## src/rtl/pc_sequencer.sv

```systemverilog
// Multicycle FETCH/DECODE/EXEC/WRITEBACK sequencer owning the PC, with jump handling and halt-on-zero.
// Define PC_SEQ_DELAY_SLOT_EN for MIPS delay-slot semantics; otherwise jumps apply in their own WRITEBACK.
module pc_sequencer #(
  parameter logic [31:0] RESET_VECTOR = 32'hBFC00000
) (
  input  logic        clk,
  input  logic        reset,
  input  logic        jump_in,
  input  logic        jump_en,
  input  logic [31:0] jump_target,
  input  logic        mem_waitrequest,
  input  logic        stall_req,
  output logic [3:0]  state,
  output logic [31:0] pc,
  output logic        mem_read,
  output logic        ir_write,
  output logic        reg_write_en,
  output logic        in_delay_slot,
  output logic        active
);

  localparam logic [3:0] FETCH     = 4'b0000;
  localparam logic [3:0] DECODE    = 4'b0001;
  localparam logic [3:0] EXEC      = 4'b0010;
  localparam logic [3:0] WRITEBACK = 4'b0011;
  localparam logic [3:0] HALT      = 4'b1111;

  logic        pending;
  logic [31:0] target_q;
  logic        take_jump;

  // A jump is only accepted once per pending window, and only on the non-stalled EXEC cycle.
  assign take_jump = (state == EXEC) && !stall_req && jump_en && jump_in && !pending;

`ifdef PC_SEQ_DELAY_SLOT_EN
  logic delay_slot;

  // Sequencer state, PC and pending-jump bookkeeping with delay slot.
  always_ff @(posedge clk or posedge reset) begin
    if (reset) begin
      state      <= FETCH;
      pc         <= RESET_VECTOR;
      pending    <= 1'b0;
      target_q   <= 32'd0;
      delay_slot <= 1'b0;
    end else begin
      case (state)
        FETCH:     if (!mem_waitrequest) state <= DECODE;
        DECODE:    state <= EXEC;
        EXEC: begin
          if (!stall_req) state <= WRITEBACK;
          if (take_jump) begin
            target_q <= jump_target;
            pending  <= 1'b1;
          end
        end
        WRITEBACK: begin
          // The jump lands only after the following (delay-slot) instruction retires.
          if (delay_slot) begin
            pc         <= target_q;
            pending    <= 1'b0;
            delay_slot <= 1'b0;
            state      <= (target_q == 32'd0) ? HALT : FETCH;
          end else begin
            pc         <= pc + 32'd4;
            delay_slot <= pending;
            state      <= FETCH;
          end
        end
        HALT:      state <= HALT;
        default:   state <= FETCH;
      endcase
    end
  end

  assign in_delay_slot = delay_slot;
`else
  // Sequencer state, PC and jump bookkeeping; a taken jump applies in its own WRITEBACK.
  always_ff @(posedge clk or posedge reset) begin
    if (reset) begin
      state    <= FETCH;
      pc       <= RESET_VECTOR;
      pending  <= 1'b0;
      target_q <= 32'd0;
    end else begin
      case (state)
        FETCH:     if (!mem_waitrequest) state <= DECODE;
        DECODE:    state <= EXEC;
        EXEC: begin
          if (!stall_req) state <= WRITEBACK;
          if (take_jump) begin
            target_q <= jump_target;
            pending  <= 1'b1;
          end
        end
        WRITEBACK: begin
          if (pending) begin
            pc      <= target_q;
            pending <= 1'b0;
            state   <= (target_q == 32'd0) ? HALT : FETCH;
          end else begin
            pc      <= pc + 32'd4;
            state   <= FETCH;
          end
        end
        HALT:      state <= HALT;
        default:   state <= FETCH;
      endcase
    end
  end

  assign in_delay_slot = 1'b0;
`endif

  assign mem_read     = (state == FETCH);
  assign ir_write     = (state == FETCH) && !mem_waitrequest;
  assign reg_write_en = (state == WRITEBACK);
  assign active       = (state != HALT);

endmodule

```

## config.mk

```make
export PLATFORM = sky130hd
export DESIGN_NAME = pc_sequencer
export DESIGN_NICKNAME = d
export VERILOG_FILES = /design/src/rtl/pc_sequencer.sv
export SDC_FILE = /design/constraint.sdc
export NUM_CORES = 1
export LEC_CHECK = 0
export CAP_MARGIN = 25
export CORE_MARGIN = 5
export CORE_UTILIZATION = 46
export DETAILED_ROUTE_END_ITERATION = 7
export GPL_TIMING_DRIVEN = 0
export PLACE_DENSITY = 0.79
export SLEW_MARGIN = 25
export SYNTH_ARGS = -nofsm -noshare
export SYNTH_HDL_FRONTEND = slang
export SYNTH_SLANG_ARGS = --single-unit
```

## constraint.sdc

```tcl
create_clock -name clk -period 2.15 [get_ports clk]
set_input_delay 0.43 -clock clk [delete_from_list [all_inputs] [get_ports clk]]
set_output_delay 0.43 -clock clk [all_outputs]
set_load 0.02 [all_outputs]
```

==> impl_metrics.py <==
metrics = {
    "logic_synthesis": {
        "yosysWarnings": 0,
        "ys_ff_latch": 68,
        "ys_types": 52,
        "ys_seq_area_share_pct": 48.8,
        "synthesis.area_um2": 3510,
        "synthTopCellsByArea": "dfrtp_1 42%, mux2_2 11%, dfstp_2 6.7%, a21oi_1 4.4%, o21ai_0 2.6%",
        "syn_inst": 339,
        "syn-num-nets": 378,
        "synth_top_area_share_pct": 42.0,
        "syn_area_per_cell_um2": 10.4,
        "synth-edff-count": 0,
        "synth_ff_type": "dfrtp_1",
        "async_reset_ff_share_pct": 100,
        "yosysTopAreaCell": "dfrtp_1",
    },
    "run_status": {
        "status": "complete, no violations",
    },
    "floorplanning": {
        "start_util_pct": 47.9,
        "die_w_um": 97.4,
        "num_io_pins": 79,
        "rows": 31,
        "core_area_um2": 7330,
        "die_y_um": 97.4,
        "dieArea_um2": 9490,
    },
    "setup_path": {
        "slowest_stage": "dfrtp_2",
        "cp_max_fo": 10,
        "crit_required_ns": 1.72,
        "start_kind": "flop",
        "end_kind": "output port",
        "path_class": "flop to output port",
        "arrival_ns": 1.66,
        "crit_chain": "and2b_1 -> nand2_2 -> inv_2 -> buf_6 -> buf_8 -> buf_4",
        "cpPeakStageDelay_ns": 0.46,
    },
    "power_and_ir_drop": {
        "p_seq_share_pct": 38.8,
        "clkPwrFrac_pct": 17.6,
        "total_power_w": 0.00681,
        "pwr_density_cell_nw_per_um2": 1430,
        "p_int_w": 0.00400,
        "power_frac_comb_pct": 43.6,
        "max-vdd-ir-drop_mv": 0.743,
        "switching_power_w": 0.00281,
        "leakagePower_nw": 1.98,
        "swShare_pct": 41.3,
    },
    "clock_tree": {
        "cts_tree": "yes",
        "cts.sinks": 68,
        "clock_latency_ns": 0.35,
        "cts.path.max_buffers": 2,
        "htree_levels": 3,
        "numCtsBuffers": 9,
        "cts.hold.buffers_added": 0,
        "path_clk_slew_ns": 0.07,
        "cts_root_buffer": "clkbuf_8",
    },
    "route": {
        "wl_mm": 9.98,
        "vias": 3263,
        "drtAntennaViolNets": 0,
        "wl_per_cell_um": 18.7,
        "viasPerCell": 6.10,
        "drt_pass1_iterations": 6,
        "drc": 0,
        "drt_iter0_markers": 330,
    },
    "global_route": {
        "grt.total_usage_pct": 20.7,
        "grt_pass1_vias": 3253,
        "grt_max_degree": 36,
        "grt_remaining_overflow": 0,
        "antenna_found_initial": 0,
        "grt_pass1_wl_mm": 16.1,
    },
    "finish": {
        "n_antenna_cell": 0,
        "nFillCells": 562,
        "nNetsFinal": 470,
        "most-common-layout-cells": "74 x clkdlybuf4s50_1, 57 x dfrtp_1, 35 x mux2_2",
        "fin_util_pct": 64.8,
        "area_growth_pct": 35.1,
        "layout.cells.most_common": "clkdlybuf4s50_1",
        "drive_gt1_share_pct": 22.5,
    },
    "timing": {
        "finalMaxSlewViolations": 0,
        "setup_tns_ns": 0,
        "relSlewSlack_pct": 54.5,
        "fin_ws_ns": 0.0596,
        "fin_crit_ns": 2.09,
        "tightest_slew_ns": 0.682,
        "finalHoldViolations": 0,
        "setup_violations": 0,
        "period_share_pct": 97.2,
        "fin_skew_ns": 0.00802,
        "max_freq_mhz": 478,
    },
    "placed_design": {
        "hpwl_mm": 6.93,
        "gp_congestion": 0.893,
        "preCtsSetupSlack_ns": -0.687,
        "port_buffers": 77,
    },
    "hold_path": {
        "worstHoldPathType": "primary input to async pin",
    },
    "flow_run": {
        "maxCapViolCount": 0,
    },
}
-- state kept, by name, indices dropped and copies added (netlist names) --
name / flops
pc: 32
pending: 1
state: 3
target_q: 32
-- critical path: cells and delay by family (launching register included) --
| kind | cells | cell delay [ns] |
|---|---|---|
| AND/OR/NAND/NOR | 2 | 0.34 |
| buffers and inverters | 4 | 0.52 |
| flip-flops | 1 | 0.46 |
-- synth_stat cells, drive strengths merged, types with 4 or more instances --
cell,instances
dfrtp,59
mux2,35
a21oi,32
nand2,23
o21ai,18
nor2,17
nand4,15
buf,13
nand3,12
clkbuf,10
nor4,10
dfstp,9
inv,7
nor3,6
o22ai,6
or4,6
a2bb2oi,5
a31oi,4
a41o,4
and3,4
mux2i,4
or3,4
-- power by group through the flow --
| stage | registers [W] | clock network [W] | logic [W] |
|---|---|---|---|
| final | 0.00264 | 0.00120 | 0.00297 |
| after global routing | 0.00271 | 0.00127 | 0.00320 |
| after CTS | 0.00258 | 0.00121 | 0.00294 |
| after detailed placement | 0.00260 | 0 | 0.00291 |
| after global placement | 0.00259 | 0 | 0.00285 |
| after floorplan | 0.00274 | 0 | 0.00149 |
-- area by class of cell --
class | instances | area (um^2) | share of cell area (%)
plain buffers | 22 | 116 | 2.45
clock buffers | 10 | 138 | 2.90
clock inverters | 6 | 87.6 | 1.84
inverters | 7 | 28.8 | 0.606
multi-input cells | 241 | 1720 | 36.2
flip-flops and latches | 68 | 1720 | 36.1
well taps | 99 | 124 | 2.61
repair buffers | 82 | 820 | 17.3
-- kinds of logic (layout without fill, tap and decap cells) --
family | Yosys count | count (layout) | synth area share (%)
other cells | 1 | 1 | 0.107
buf+inv | 30 | 127 | 3.63
simple gates | 105 | 105 | 17.2
fa+ha+maj | 1 | 1 | 0.356
mux | 39 | 39 | 12.4
flops | 68 | 68 | 48.8
compound gates | 95 | 95 | 17.6
-- metal layers --
layer	GRT usage [%]	up-vias	part of all wire, %
met5	0	-	0
met4	6.50	0	2.0
met3	4.59	21	8.0
met2	32.4	195	46
met1	28.6	1579	44
li1	-	1468	-
-- what timing repair did --
| item | 4_1_cts | 5_1_grt |
|---|---|---|
| buffers inserted | 1 | 3 |
| gates resized for setup | 15 | 11 |
| pin swaps | 1 | 1 |
| setup endpoints to repair | 4 | 8 |
-- per-stage QoR --
stage	instances	cell area, um^2	hold slack (ns)
floorplan	339	3510	0.477
global placement	515	4410	0.503
detailed placement	516	4430	0.497
CTS	533	4690	0.460
global route	535	4750	0.488
finish	535	4750	0.443
-- path summary, 6_finish.rpt --
path	endpoint	slack (ns)	from	depth (start not counted)
max reg2reg	pc[28]	0.12	pc[2]	6
min reg2reg	pc[0]	0.52	pc[0]	1
max	reg_write_en	0.06	state[1]	6
max in group asynchronous	pc[31]	1.12	reset	3
min	state[0]	0.44	reset	2
min in group clk	pc[0]	0.52	pc[0]	1
Note: power is estimated with default switching activity, not from simulation.
